## src/rtl/cfg_pkg.sv

```systemverilog
// System-level configuration shared by all stack pipeline blocks.
package cfg_pkg;
    localparam int unsigned ENGS_N = 4;
endpackage

```

## src/rtl/stk_pkg.sv

```systemverilog
// Stack pipeline types: opcodes, response status, engine-client FSM states and command layout.
package stk_pkg;
    localparam int unsigned DAT_W = 128;

    typedef enum logic [1:0] {
        OP_PUSH = 2'd0,
        OP_POP  = 2'd1,
        OP_INV  = 2'd2
    } opcode_t;

    typedef enum logic [1:0] {
        STATUS_OK      = 2'd0,
        STATUS_EMPTY   = 2'd1,
        STATUS_FULL    = 2'd2,
        STATUS_TIMEOUT = 2'd3
    } status_t;

    typedef enum logic [1:0] {
        IDLE,
        ISSUE,
        WAIT,
        RESP
    } client_state_t;

    typedef struct packed {
        opcode_t           opcode;
        logic [DAT_W-1:0]  dat;
    } cmd_t;

    localparam int unsigned CMD_W = $bits(opcode_t) + DAT_W;

    function automatic cmd_t make_cmd(input opcode_t opcode, input logic [DAT_W-1:0] dat);
        cmd_t c;
        c.opcode = opcode;
        c.dat    = dat;
        return c;
    endfunction
endpackage

```

## src/rtl/stk_eng_client_q.sv

```systemverilog
// Generic DEPTH-entry FIFO with registered full/empty flags; push is ignored when full, pop when empty.
module stk_eng_client_q #(
    parameter int unsigned W     = 8,
    parameter int unsigned DEPTH = 4
) (
    input  logic         clk,
    input  logic         arst,
    input  logic         push,
    input  logic [W-1:0] push_dat,
    input  logic         pop,
    output logic         full,
    output logic         empty,
    output logic [W-1:0] head
);
    localparam int unsigned AW = $clog2(DEPTH);

    logic [W-1:0]  mem [DEPTH];
    logic [AW-1:0] wr_ptr;
    logic [AW-1:0] rd_ptr;
    logic [AW:0]   cnt;
    logic [AW:0]   cnt_nxt;
    logic          do_push;
    logic          do_pop;

    always_comb begin
        do_push = push && !full;
        do_pop  = pop && !empty;
        cnt_nxt = cnt;
        if (do_push && !do_pop) begin
            cnt_nxt = cnt + 1'b1;
        end else if (!do_push && do_pop) begin
            cnt_nxt = cnt - 1'b1;
        end
    end

    // Flags come from the next count so they are plain flops, not decode of the pointers.
    always_ff @(posedge clk or posedge arst) begin
        if (arst) begin
            wr_ptr <= '0;
            rd_ptr <= '0;
            cnt    <= '0;
            full   <= 1'b0;
            empty  <= 1'b1;
        end else begin
            if (do_push) wr_ptr <= wr_ptr + 1'b1;
            if (do_pop)  rd_ptr <= rd_ptr + 1'b1;
            cnt   <= cnt_nxt;
            full  <= (cnt_nxt == (AW+1)'(DEPTH));
            empty <= (cnt_nxt == '0);
        end
    end

    always_ff @(posedge clk) begin
        if (do_push) mem[wr_ptr] <= push_dat;
    end

    assign head = mem[rd_ptr];
endmodule

```

## src/rtl/stk_eng_client.sv

```systemverilog
// Engine-side initiator for one stack pipeline lane: queues host commands, issues them, returns results.
// Optional response watchdog enabled by defining STK_ENG_CLIENT_TIMEOUT_EN.
module stk_eng_client
    import stk_pkg::*;
#(
    parameter int unsigned ENG_ID = 0,
    parameter int unsigned ENGS_N = cfg_pkg::ENGS_N,
    parameter int unsigned CMDQ_N = 4,
    parameter int unsigned TMO_W  = 10
) (
    input  logic              clk,
    input  logic              arst,
    input  logic              i_host_vld,
    input  opcode_t           i_host_opcode,
    input  logic [127:0]      i_host_dat,
    output logic              o_host_rdy,
    output logic              o_cmd_vld,
    output opcode_t           o_cmd_opcode,
    output logic [127:0]      o_cmd_dat,
    input  logic              i_cmd_ack,
    input  logic [ENGS_N-1:0] i_rsp_vld,
    input  logic [127:0]      i_rsp_dat,
    input  status_t           i_rsp_status,
    output logic              o_res_vld,
    output logic [127:0]      o_res_dat,
    output status_t           o_res_status,
    input  logic              i_res_rdy,
    output logic              o_busy
);
    localparam logic [ENGS_N-1:0] ENG_MASK = ENGS_N'(1) << ENG_ID;

    if (ENG_ID >= ENGS_N || CMDQ_N < 2 || (CMDQ_N & (CMDQ_N - 1)) != 0 || TMO_W < 1) begin : g_cfg_err
        $error("stk_eng_client: illegal parameter combination");
    end

    client_state_t state;
    client_state_t state_nxt;
    cmd_t          q_head;
    logic          q_full;
    logic          q_empty;
    logic          q_pop;
    logic          rsp_own;
    logic          rsp_take;
    logic          late_pending;
    logic          tmo_hit;
    logic          load_cmd;
    logic          capture;

    stk_eng_client_q #(
        .W     (CMD_W),
        .DEPTH (CMDQ_N)
    ) u_q (
        .clk      (clk),
        .arst     (arst),
        .push     (i_host_vld),
        .push_dat (make_cmd(i_host_opcode, i_host_dat)),
        .pop      (q_pop),
        .full     (q_full),
        .empty    (q_empty),
        .head     (q_head)
    );

    assign o_host_rdy = !q_full;
    assign rsp_own    = |(i_rsp_vld & ENG_MASK);
    assign rsp_take   = rsp_own && !late_pending;
    assign q_pop      = (state == ISSUE) && i_cmd_ack;
    assign capture    = rsp_take && ((state == WAIT) || ((state == ISSUE) && i_cmd_ack));
    assign load_cmd   = (state_nxt == ISSUE) && (state != ISSUE);

`ifdef STK_ENG_CLIENT_TIMEOUT_EN
    logic [TMO_W-1:0] tmo_cnt;

    // The count is armed on WAIT entry; the decrement that would reach zero is the timeout.
    assign tmo_hit = (state == WAIT) && !rsp_take && (tmo_cnt == TMO_W'(1));

    always_ff @(posedge clk or posedge arst) begin
        if (arst) begin
            tmo_cnt      <= '0;
            late_pending <= 1'b0;
        end else begin
            if ((state == ISSUE) && i_cmd_ack && !rsp_take) begin
                tmo_cnt <= '1;
            end else if (state == WAIT) begin
                tmo_cnt <= tmo_cnt - 1'b1;
            end
            if (tmo_hit) begin
                late_pending <= 1'b1;
            end else if (rsp_own) begin
                late_pending <= 1'b0;
            end
        end
    end
`else
    assign tmo_hit      = 1'b0;
    assign late_pending = 1'b0;
`endif

    always_ff @(posedge clk or posedge arst) begin
        if (arst) begin
            state <= IDLE;
        end else begin
            state <= state_nxt;
        end
    end

    always_comb begin
        state_nxt = state;
        unique case (state)
            IDLE: begin
                if (!q_empty && !late_pending) state_nxt = ISSUE;
            end
            ISSUE: begin
                if (i_cmd_ack) state_nxt = rsp_take ? RESP : WAIT;
            end
            WAIT: begin
                if (rsp_take || tmo_hit) state_nxt = RESP;
            end
            RESP: begin
                if (i_res_rdy) state_nxt = (!q_empty && !late_pending) ? ISSUE : IDLE;
            end
            default: state_nxt = IDLE;
        endcase
    end

    always_comb begin
        o_cmd_vld = (state == ISSUE);
        o_res_vld = (state == RESP);
        o_busy    = !q_empty || (state != IDLE);
    end

    always_ff @(posedge clk or posedge arst) begin
        if (arst) begin
            o_cmd_opcode <= OP_PUSH;
            o_cmd_dat    <= '0;
            o_res_dat    <= '0;
            o_res_status <= STATUS_OK;
        end else begin
            if (load_cmd) begin
                o_cmd_opcode <= q_head.opcode;
                o_cmd_dat    <= q_head.dat;
            end
            if (capture) begin
                o_res_dat    <= i_rsp_dat;
                o_res_status <= i_rsp_status;
            end else if (tmo_hit) begin
                o_res_dat    <= '0;
                o_res_status <= STATUS_TIMEOUT;
            end
        end
    end

    a_rsp_own_legal: assert property (@(posedge clk) disable iff (arst)
        rsp_own |-> ((state == WAIT) || ((state == ISSUE) && i_cmd_ack) || late_pending));
endmodule

```

## config.mk

```make
export PLATFORM = sky130hd
export DESIGN_NAME = stk_eng_client
export DESIGN_NICKNAME = d
export VERILOG_FILES = /design/src/rtl/cfg_pkg.sv /design/src/rtl/stk_pkg.sv /design/src/rtl/stk_eng_client_q.sv /design/src/rtl/stk_eng_client.sv
export SDC_FILE = /design/constraint.sdc
export NUM_CORES = 1
export LEC_CHECK = 0
export CAP_MARGIN = 10
export CORE_MARGIN = 8
export CORE_UTILIZATION = 52
export CTS_CLUSTER_DIAMETER = 200
export CTS_CLUSTER_SIZE = 25
export DETAILED_ROUTE_END_ITERATION = 12
export MAX_ROUTING_LAYER = met4
export PLACE_DENSITY = 0.88
export SLEW_MARGIN = 10
export SYNTH_ARGS = -nofsm -noshare
export SYNTH_HDL_FRONTEND = slang
export SYNTH_SLANG_ARGS = --single-unit
export TNS_END_PERCENT = 10
```

## constraint.sdc

```tcl
create_clock -name clk -period 10.9 [get_ports clk]
set_input_delay 2.18 -clock clk [delete_from_list [all_inputs] [get_ports clk]]
set_output_delay 2.18 -clock clk [all_outputs]
set_load 0.03 [all_outputs]
```

* Yosys cells after proc, flatten, opt, wreduce, memory -nomap -nowiden
Memory sizes are Yosys's and may differ from the RTL's. A register that Yosys moved wholly into a read port is not among the register bits.
Cells that the tools add are included.
** Word-level totals
- Bits of input ports :: 269
- Logic and storage cells :: 46
- Memories :: 1
- Output and inout bits :: 264
- Memory bits (writable) :: 520
- Register bits :: 141
** Memory list
- u_q.mem :: words 4, width 130, read ports 1, clocked after memory_dff 1, wr ports 1, line stk_eng_client_q.sv:17 : logic [W-1:0] mem [DEPTH];
** Operators by class
- Equal/unequal tests :: 6
- Reductions and logical operators :: 16
- Muxes and demuxes :: 11
- Add/subtract/negate cells :: 4
** Operators with widths (number)
- two-way mux 2 bit :: 4
- case mux 2 bit (4 select lines) :: 1
- logical AND 1 bit :: 7
- two-way mux 3 bit :: 2
- adder 2 x 1 -> 2 bit (second input constant) :: 2
- equality test 2 x 1 -> 1 bit (second input constant) :: 2
- equality test 2 bit (second input constant) :: 2
- logical NOT 1 bit :: 4
- two-way mux 1 bit :: 4
- adder 3 x 1 -> 3 bit (second input constant) :: 1
- equality test 3 bit (second input constant) :: 1
- logical NOT 3 bit :: 1
- subtractor 3 x 1 -> 3 bit (second input constant) :: 1
- logical NOT 2 bit :: 1
- logical OR 1 bit :: 2
- inequality test 2 x 1 -> 1 bit (second input constant) :: 1
- nonzero test 2 bit :: 1

* Logic depth before layout (Yosys ltp)
- Depth in word-level cells :: 7
- Depth in mapped cells :: 6
- Gate-level depth less buffers :: 6

* By module
From an unflattened synthesis, not the netlist that was laid out.
** Unflattened totals
- Cell total of the unflattened synthesis :: 1784
- Area, all modules :: 31418.9 um2
** Modules (own cells, without submodules)
- stk_eng_client_q :: instances 1, area an instance 19248.5 um2, cells an instance 734
- stk_eng_client :: instances 1, area an instance 12170.4 um2, cells an instance 1050

* Worst setup path after synthesis
No wires, ideal clock.
- Path kind :: input to register
- From :: in i_host_vld
- To :: mem u_q.mem[0][0] (netlist bit) (enable)
- Setup slack :: 4.904 ns
- Library setup time :: 0.505 ns
- Data arrival time :: 5.491 ns
- Buffers on the path :: 1
- Stages :: 3
- Cells stage by stage :: nor2b_1 buf_2 and2_1
** On the way
- Longest elaborated chain between the ends :: 3
** Ends and longest elaborated chain
- from (decl) :: line stk_eng_client.sv:13 : input logic i_host_vld,
- logical AND 1 bit :: line stk_eng_client_q.sv:26 : do_push = push && !full;
- two-way mux 1 bit :: line stk_eng_client_q.sv:54 : if (do_push) mem[wr_ptr] <= push_dat;
- two-way mux 1 bit (implied by the code) :: line stk_eng_client_q.sv:54
- to (decl) :: line stk_eng_client_q.sv:17
Every way passes these cells.

* Worst setup path in the final report
- From :: in i_host_vld
- To :: mem u_q.mem[2][98] (netlist bit) (enable)
The elaborated chain is that of the path after synthesis.

==> results.ini <==
[synthesis]
synth_top_area_cell=edfxtp_1
synth_area_leaders=edfxtp_1 (53%), dfrtp_1 (23%), mux4_2 (9.8%), mux2_4 (8.0%), mux2_2 (3.0%)
synthMuxAreaShare=0.217
synth_top_family_by_area=multiplexers
syn-cell-area_sq_mm=0.0297
synthAdderAreaFrac=0.00252
synth_edf_count=520
synth_compound_area_frac=0.00231
ys_types=35
synth_flop_cell=edfxtp_1
avgSynthCellArea_sq_um=22.9
yosys.area_share.simple=0.00644
yosysTopAreaCellShare=0.525
synth_warnings=0
synth.most_common_cell=edfxtp_1
synthXorXnorAreaFrac=0.00147
yosysSeqAreaShare=0.753
synthTopCellsByCount=edfxtp_1 (520), dfrtp_1 (270), mux2_4 (159)
synthCells=1300
synthArstFlopShare=0.343
syn_nets=1575
ys_ff_latch=791

[clock_network]
cts_resized=0
cts.htree.levels=2
cts_buffers=37
post-cts-setup-buffer-count=0
cts_num_sinks=791
cts_max_path_buffers=3
clock_tree.root_cell=clkbuf_16
postCtsHoldBufs=0
cts_tree=yes
path_clk_slew_ps=90
clock_latency_ps=590

[setup_path]
crit_path_max_incr_delay_ps=760
crit_path_start=i_host_vld
cpMaxStageDelayCell=buf_4
worstSetupStartpointType=input port
path_cells=clkdlybuf4s50_1 -> nor2b_1 -> and2_4 -> buf_4
cpLargestDelayFamily=buffers and inverters
critPathMaxFanout=55
worstPathRequired_ps=11100
r2r_slack_ps=7780
worstSetupEndpointType=register
reg2reg_from=u_q.rd_ptr[0]$_DFFE_PP0P_
arrival_ps=4730
worst-path-buf-inv=2
crit_type=in -> reg
crit_cells=4
reg2reg_depth=4

[place]
io_buffers=529
post-place-cells=2544
place_hpwl_um=43500
routabilityCongestion=0.867

[routing]
vias=14400
first_pass_iters=5
drt-vias-per-instance=5.46
drc_errors=0
wl_per_cell_um=25.3
drt-initial-drc-count=909
postRouteAntennaNets=0
drt_wl_total_um=66500

[floorplan]
die_area_sq_mm=0.0651
core_sq_mm=0.0565
initial_core_util=0.526
die_h_um=255
chipWidth_um=255
rows=87
ios=533

[grt]
grt_max_degree=126
grt_pass1_wl_um=97400
grt-ovfl-total=0
grtUsageTotal=0.204
grt_pass1_vias=15600
antenna_found_initial=14

[outcome]
status=completed

[timing]
finalHoldViolations=0
max_slew.worst_pin.slew_ps=1090
max_clock_freq_mhz=221
final.period_utilization=0.416
finalSetupTns_ps=0
slew_viol_final=0
whs_ps=496
max-slew-margin-rel=0.277
rsz0062_at_grt=no
clock_skew_ps=30.4
setup_viol=0
period_needed_ps=4530

[flow_run]
cap_violations=0

[finish]
n_fill_cell=3559
final-seq-area_sq_mm=0.0224
multiInputGateArea_sq_mm=0.00685
num-nets-final=2102
drive_above_1_share=0.237
area_growth_pct=23.8
final_cells=2629

[hold_path]
holdPathStages=1
min_path_type=reg -> reg
hold_start=o_cmd_dat[96]$_DFFE_PP0P_

[power]
vdd_drop_max_uv=203
power.density_mw_per_mm2=296
leakage_nw=13.4

state kept, by name, summed over array words and instances (netlist names):
signal,count
o_cmd_dat,128
o_cmd_opcode,2
o_res_dat,128
o_res_status,2
state,2
u_q.cnt,3
u_q.empty,1
u_q.full,1
u_q.mem,520
u_q.rd_ptr,2
u_q.wr_ptr,2
routing by layer:
metal | track usage | vias to the layer above | share of wire
met2 | 0.346 | 485 | 0.52
met4 | 0.0707 | 0 | 0.027
met3 | 0.0469 | 91 | 0.071
met5 | - | - | 0
met1 | 0.241 | 7590 | 0.38
li1 | - | 6196 | -
cell usage in the layout, fill, tap and decap left out, types with 2 or more instances in the layout:
cell type and count:
nor2b_1 3, dfrtp_4 2, clkbuf_16 38, clkdlybuf4s50_1 529, inv_8 2, edfxtp_1 520
mux2_1 22, a21o_1 2, mux2_2 79, nand2_1 5, dfrtp_1 268, a21oi_1 2
ha_1 6, clkbuf_1 27, nor3_1 2, nor2_1 6, inv_1 6, mux4_2 130
and2_4 4, buf_4 17, o21ai_0 2, mux2_4 159, diode_2 17, xnor2_1 5
nand3_1 2
final timing paths:
kind	to
setup / recovery	u_q.mem[2][98]$_DFFE_PP_
setup reg to reg	o_cmd_dat[55]$_DFFE_PP0P_
hold reg to reg	o_cmd_dat[96]$_DFFE_PP0P_
min in group asynchronous	o_res_dat[94]$_DFFE_PP0P_
hold / removal	o_cmd_dat[96]$_DFFE_PP0P_
max in group asynchronous	o_cmd_dat[13]$_DFFE_PP0P_
final cells by class:
class | instances | share of cell area
Clock buffer | 65 | 0.0286
Timing Repair Buffer | 547 | 0.148
Sequential cell | 791 | 0.609
Tap cell | 756 | 0.0257
Inverter | 7 | 0.000918
Clock inverter | 3 | 0.00129
Multi-Input combinational cell | 443 | 0.186
Antenna cell | 17 | 0.00116
kinds of logic (layout without fill, tap and decap cells):
logic type,count (synthesis),after routing
flip-flops,791,791
other,0,17
buffers and inverters,66,622
XOR/XNOR,5,5
multiplexers,390,390
AND/OR/NAND/NOR,32,32
adder cells (fa/ha/maj),6,6
AO/OA/AOI/OAI,10,10
power breakdown:
part | internal [mW] | switching [mW] | total, mW
Combinational | 2.33 | 2.39 | 4.72
Clock | 0.675 | 0.902 | 1.58
Sequential | 4.14 | 0.476 | 4.62
worst reg2reg max path, stage by stage (launching register included):
cell and delay [ps]:
dfrtp_4 730, buf_4 610, buf_4 750, mux4_2 660
mux2_4 280
per-stage QoR:
step	total power [mW]	util	area (sq um)	worst slack (ps)
2_1_floorplan	7.74	-	29700	1250
3_3_place_gp	9.30	0.631	35700	5820
3_5_place_dp	9.44	0.631	35700	5760
4_1_cts	11.0	0.651	36800	6400
5_1_grt	11.4	0.652	36800	6240
6_report	10.9	0.652	36800	6370
No activity file was read; power rests on OpenSTA's default activity.
==> RTL edit 1, RTL diff (same flow settings) <==
Build with the macro `STK_ENG_CLIENT_TIMEOUT_EN` defined.
--- a/src/rtl/stk_eng_client.sv
+++ b/src/rtl/stk_eng_client.sv
@@ -1,4 +1,6 @@
 // Engine-side initiator for one stack pipeline lane: queues host commands, issues them, returns results.
 // Optional response watchdog enabled by defining STK_ENG_CLIENT_TIMEOUT_EN.
+`define STK_ENG_CLIENT_TIMEOUT_EN
+
 module stk_eng_client
     import stk_pkg::*;
Formal check against the unedited RTL: no difference found for any inputs over 4 cycles, from zero or initial values and one cycle with arst high; that may be too few to reach the edited logic, so the function may still have changed.
==> RTL edit 1 against the original RTL <==
Synthesized area rose by 0.59%. Sequential cell count rose by 11. Synthesized cell count rose by 27%. Critical path type unchanged. Largest cell class unchanged. Cell area up 0.64%. Clock skew barely moved. Worst setup slack worse by 660 ps. Register-to-register slack worse by 360 ps. Total power down 2.9%. Wire length rose by 14%. Non-clock buffer count grew 3.
==> RTL edit 1: results <==
[route]
dr.pass1.iters = 5
vias_per_cell = 5.527
drt-initial-drc-count = 1151
wl_mm = 75.90
drtAntennaViolNets = 0

[power]
ir_drop_mv = 0.2103
power_leakage_nw = 13.13
p_switching_mw = 3.825

[synth]
synthFlopType = "edfxtp_1"
synthTopCellsByCount = "edfxtp_1, dfrtp_1, nand2_1"
synth.distinct_cells = 47
netlist_top_cells_area = "edfxtp_1, dfrtp_1, mux4_2, mux2_2, nand2_1"
yosys_warnings = 0
synthMuxAreaShare = 0.1468
synth_nets = 1930
ys_async_sr_fraction = 0.3516
synth_compound_area_frac = 0.02526
yosysSeqAreaShare = 0.7579
synthAdderAreaFrac = 0.003680
synth_edf_count = 520
synth_xor_area_frac = 0.003806

[cts]
cts_buffer_depth = 3
cts_made_buffers = 38
cts-resized-gates = 0
h-tree-depth = 2
cts_root_buffer = "clkbuf_16"
post_cts_buffers = 0
insertion_delay_ps = 580
clkTransAtPathRegs_ps = 90

[grt]
grt_pass1_vias = 17450
grtUsageTotal = 0.2340
grt_pass1_wl_mm = 113.3
grt_max_degree = 140
antenna_found_initial = 20

[min_path]
whs_endpoint = "o_cmd_dat[95]"
whs_path_depth = 1
hold_start = "o_cmd_dat[95]"
hold_path.class = "flip-flop to flip-flop"

[worst_setup_path]
reg2regPathDepth = 4
r2r_start = "u_q.full"
path_max_fanout = 54
cp.arrival_ps = 5410
reg2reg_slack_ps = 7420
worstSetupStartpoint = "i_host_vld"
crit_path_end = "u_q.mem[0][42]"

[placement]
io_buffers = 529
gp_congestion = 0.9489
dp_hpwl_mm = 50.41

[status]
outcome = "finished, final reports clean"

[sta]
relSlewSlack = 0.2662
finalClockSkew_ps = 30.36

[layout]
drive_above_1_share = 0.1573
finalNetCount = 2430
top_regs = "u_q.mem: 520 flops, o_cmd_dat: 128 flops, o_res_dat: 128 flops"
-- RTL edit 1: cell types whose count changed in the layout (fill, tap and decap cells not counted), sizes merged, moves of 4 or more --
cell	unedited run	this run
nand2	6	279
o21ai	2	134
mux2	260	130
dfrtp	270	281
nor2	8	12
xnor2	5	9
xor2	0	4
-- RTL edit 1: critical path, cell delays in order --
cell and delay, ps:
clkdlybuf4s50_1 480, nor2b_1 590, and2_4 540, buf_4 680
buf_4 790
-- RTL edit 1: through the flow --
stage	utilization	instance area (um2)	setup slack, ps	hold WS [ps]	std cells
after global placement	0.6269	35900	5065	487.5	2878
final	0.6472	37050	5709	509.7	2964
after detailed placement	0.6269	35900	5059	492.5	2878
after global routing	0.6472	37050	5453	522.5	2964
after floorplan	-	29920	942.8	474.4	1653
after CTS	0.6464	37010	5682	514.7	2946
-- RTL edit 1: layout make-up --
type                    instances  area (um2)
fillers                      3812       20200
clock inverters                 4       63.81
repair buffers                550        5465
well taps                     765       957.2
multi-input cells             752        6751
diodes                         18       45.04
flip-flops and latches        802       22680
clock buffers                  64        1049
inverters                       9       41.29
-- RTL edit 1: power by group through the flow --
| stage | Sequential, mW | Clock [mW] | Combinational [mW] |
|---|---|---|---|
| floorplan | 5.49 | 0 | 1.80 |
| global placement | 4.59 | 0 | 4.36 |
| detailed placement | 4.65 | 0 | 4.45 |
| CTS | 4.60 | 1.63 | 4.48 |
| global route | 4.68 | 1.73 | 4.67 |
| finish | 4.59 | 1.59 | 4.41 |
-- RTL edit 1: routing by layer --
layer  part of all wire  up-vias  GRT usage
li1                   -     7199          -
met1               0.36     8440     0.2608
met2               0.52      626     0.3979
met3              0.086      116    0.07589
met4              0.038        0    0.07663
met5                  0        -          -
==> RTL edit 2, RTL diff (same flow settings) <==
Without the edit above. Put one more register stage on the output `o_res_status`. The value now appears one clock later. The other outputs are not delayed to match.
--- a/src/rtl/stk_eng_client.sv
+++ b/src/rtl/stk_eng_client.sv
@@ -29,4 +29,6 @@
 );
     localparam logic [ENGS_N-1:0] ENG_MASK = ENGS_N'(1) << ENG_ID;
+
+    status_t o_res_status_s0;
 
     if (ENG_ID >= ENGS_N || CMDQ_N < 2 || (CMDQ_N & (CMDQ_N - 1)) != 0 || TMO_W < 1) begin : g_cfg_err
@@ -134,5 +136,5 @@
             o_cmd_dat    <= '0;
             o_res_dat    <= '0;
-            o_res_status <= STATUS_OK;
+            o_res_status_s0 <= STATUS_OK;
         end else begin
             if (load_cmd) begin
@@ -142,8 +144,8 @@
             if (capture) begin
                 o_res_dat    <= i_rsp_dat;
-                o_res_status <= i_rsp_status;
+                o_res_status_s0 <= i_rsp_status;
             end else if (tmo_hit) begin
                 o_res_dat    <= '0;
-                o_res_status <= STATUS_TIMEOUT;
+                o_res_status_s0 <= STATUS_TIMEOUT;
             end
         end
@@ -152,4 +154,8 @@
     a_rsp_own_legal: assert property (@(posedge clk) disable iff (arst)
         rsp_own |-> ((state == WAIT) || ((state == ISSUE) && i_cmd_ack) || late_pending));
+    always_ff @(posedge clk) begin
+        o_res_status <= o_res_status_s0;
+    end
+
 endmodule
 
Check against the original RTL: not settled (the Yosys comparison gave no result); the edit may change what the design does.
==> RTL edit 2 against the original RTL <==
Cell area increased by 0.12%. Total power rose by 0.21%. Worst setup slack worse by 330 ps. Sequential cell count is 2 higher. Synthesized area grew 0.13%. Worst hold slack got worse by 110 ps. Sequential share of layout area barely moved. Synthesized cell count grew 0.15%. Via count rose by 0.35%. Wire length up 1.4%.
==> RTL edit 2: results <==
[synth]
synth_edf_count = 520
synth.distinct_cells = 36
synthFlopType = "edfxtp_1"
synth_area_per_cell_um2 = 22.87
synth_nets = 1577
synthTopCellsByCount = "edfxtp_1, dfrtp_1, mux2_4"
yosysSeqAreaShare = 0.7534
yosys_warnings = 0
netlist_top_cells_area = "edfxtp_1, dfrtp_1, mux4_2, mux2_4, mux2_2"
ys_async_sr_fraction = 0.3417

[grt]
grtUsageTotal = 0.2101
antenna_found_initial = 14
grt_pass1_wl_mm = 102.0
grt_max_degree = 161
grt_pass1_vias = 15470

[layout]
top_regs = "u_q.mem: 520 flops, o_cmd_dat: 128 flops, o_res_dat: 128 flops"
multi_input_comb_area_um2 = 6849
finalNetCount = 2106
num-fill-cells = 3606
drive_above_1_share = 0.2378
fin_cells = 2629

[cts]
post_cts_buffers = 0
cts_buffer_depth = 3
cts_root_buffer = "clkbuf_16"
clkTransAtPathRegs_ps = 90
h-tree-depth = 2
cts_made_buffers = 37
postCtsHoldBufs = 0
cts-resized-gates = 0
insertion_delay_ps = 590

[route]
drt-initial-drc-count = 1017
wl_mm = 67.44
vias = 14410
dr.pass1.iters = 5

[placement]
dp_hpwl_mm = 44.65
pre_cts_ws_ps = 5466
placed_cell_area_um2 = 35730
gp_congestion = 0.8557
io_buffers = 529
placedCellCount = 2548

[min_path]
hold_path.class = "flip-flop to flip-flop"

[worst_setup_path]
path_max_fanout = 53
crit_path_max_incr_delay_ps = 860
cp.arrival_ps = 5340
cpLargestDelayFamily = "buffers and inverters"
critPathSlowestCell = "buf_4"

[sta]
worstMarginPinSlew_ps = 1004
finalClockSkew_ps = 16.70

[power]
power_leakage_nw = 13.47
ir_drop_mv = 0.1805

[status]
outcome = "finished, final reports clean"
RTL edit 2: layout make-up:
type                            count  area share
Antenna cell                       14   0.0009504
Clock buffer                       64     0.02844
Clock inverter                      3    0.001290
Inverter                            7   0.0009164
Multi-Input combinational cell    443      0.1858
Sequential cell                   793      0.6089
Tap cell                          756     0.02566
Timing Repair Buffer              549      0.1481
RTL edit 2: cell families (layout without fill, tap and decap cells):
kind of cell | Yosys count | in the layout | synth area share
other cells | 0 | 14 | 0
buf+inv | 66 | 623 | 0.01718
fa+ha+maj | 6 | 6 | 0.002521
mux | 390 | 390 | 0.2167
compound gates | 10 | 10 | 0.002311
xor+xnor | 5 | 5 | 0.001470
flops | 793 | 793 | 0.7534
simple gates | 32 | 32 | 0.006428
RTL edit 2: worst paths after layout:
| kind | startpoint | endpoint | slack [ps] | cells past startpoint |
|---|---|---|---|---|
| max | i_cmd_ack | o_res_dat[65] | 6040 | 6 |
| min | o_res_status_s0[1] | o_res_status[1] | 390 | 0 |
| max reg2reg | u_q.rd_ptr[0] | o_cmd_dat[92] | 7520 | 4 |
| min reg2reg | o_res_status_s0[1] | o_res_status[1] | 390 | 0 |
| max in group asynchronous | arst | o_cmd_dat[53] | 7570 | 3 |
| min in group asynchronous | arst | o_cmd_dat[38] | 2020 | 2 |
RTL edit 2: layer usage:
| metal | up-vias | global-route usage | share of wire | wire [um] |
|---|---|---|---|---|
| met4 | 0 | 0.05546 | 0.023 | 1533 |
| met3 | 98 | 0.05973 | 0.075 | 5055 |
| li1 | 6203 | - | - | - |
| met1 | 7588 | 0.2486 | 0.38 | 25620 |
| met2 | 523 | 0.3533 | 0.52 | 35240 |
| met5 | - | - | 0 | 0 |
RTL edit 2: report_power, final:
group          internal (mW)  switching, mW
logic                   2.32           2.43
clock network          0.672          0.892
registers               4.15          0.457
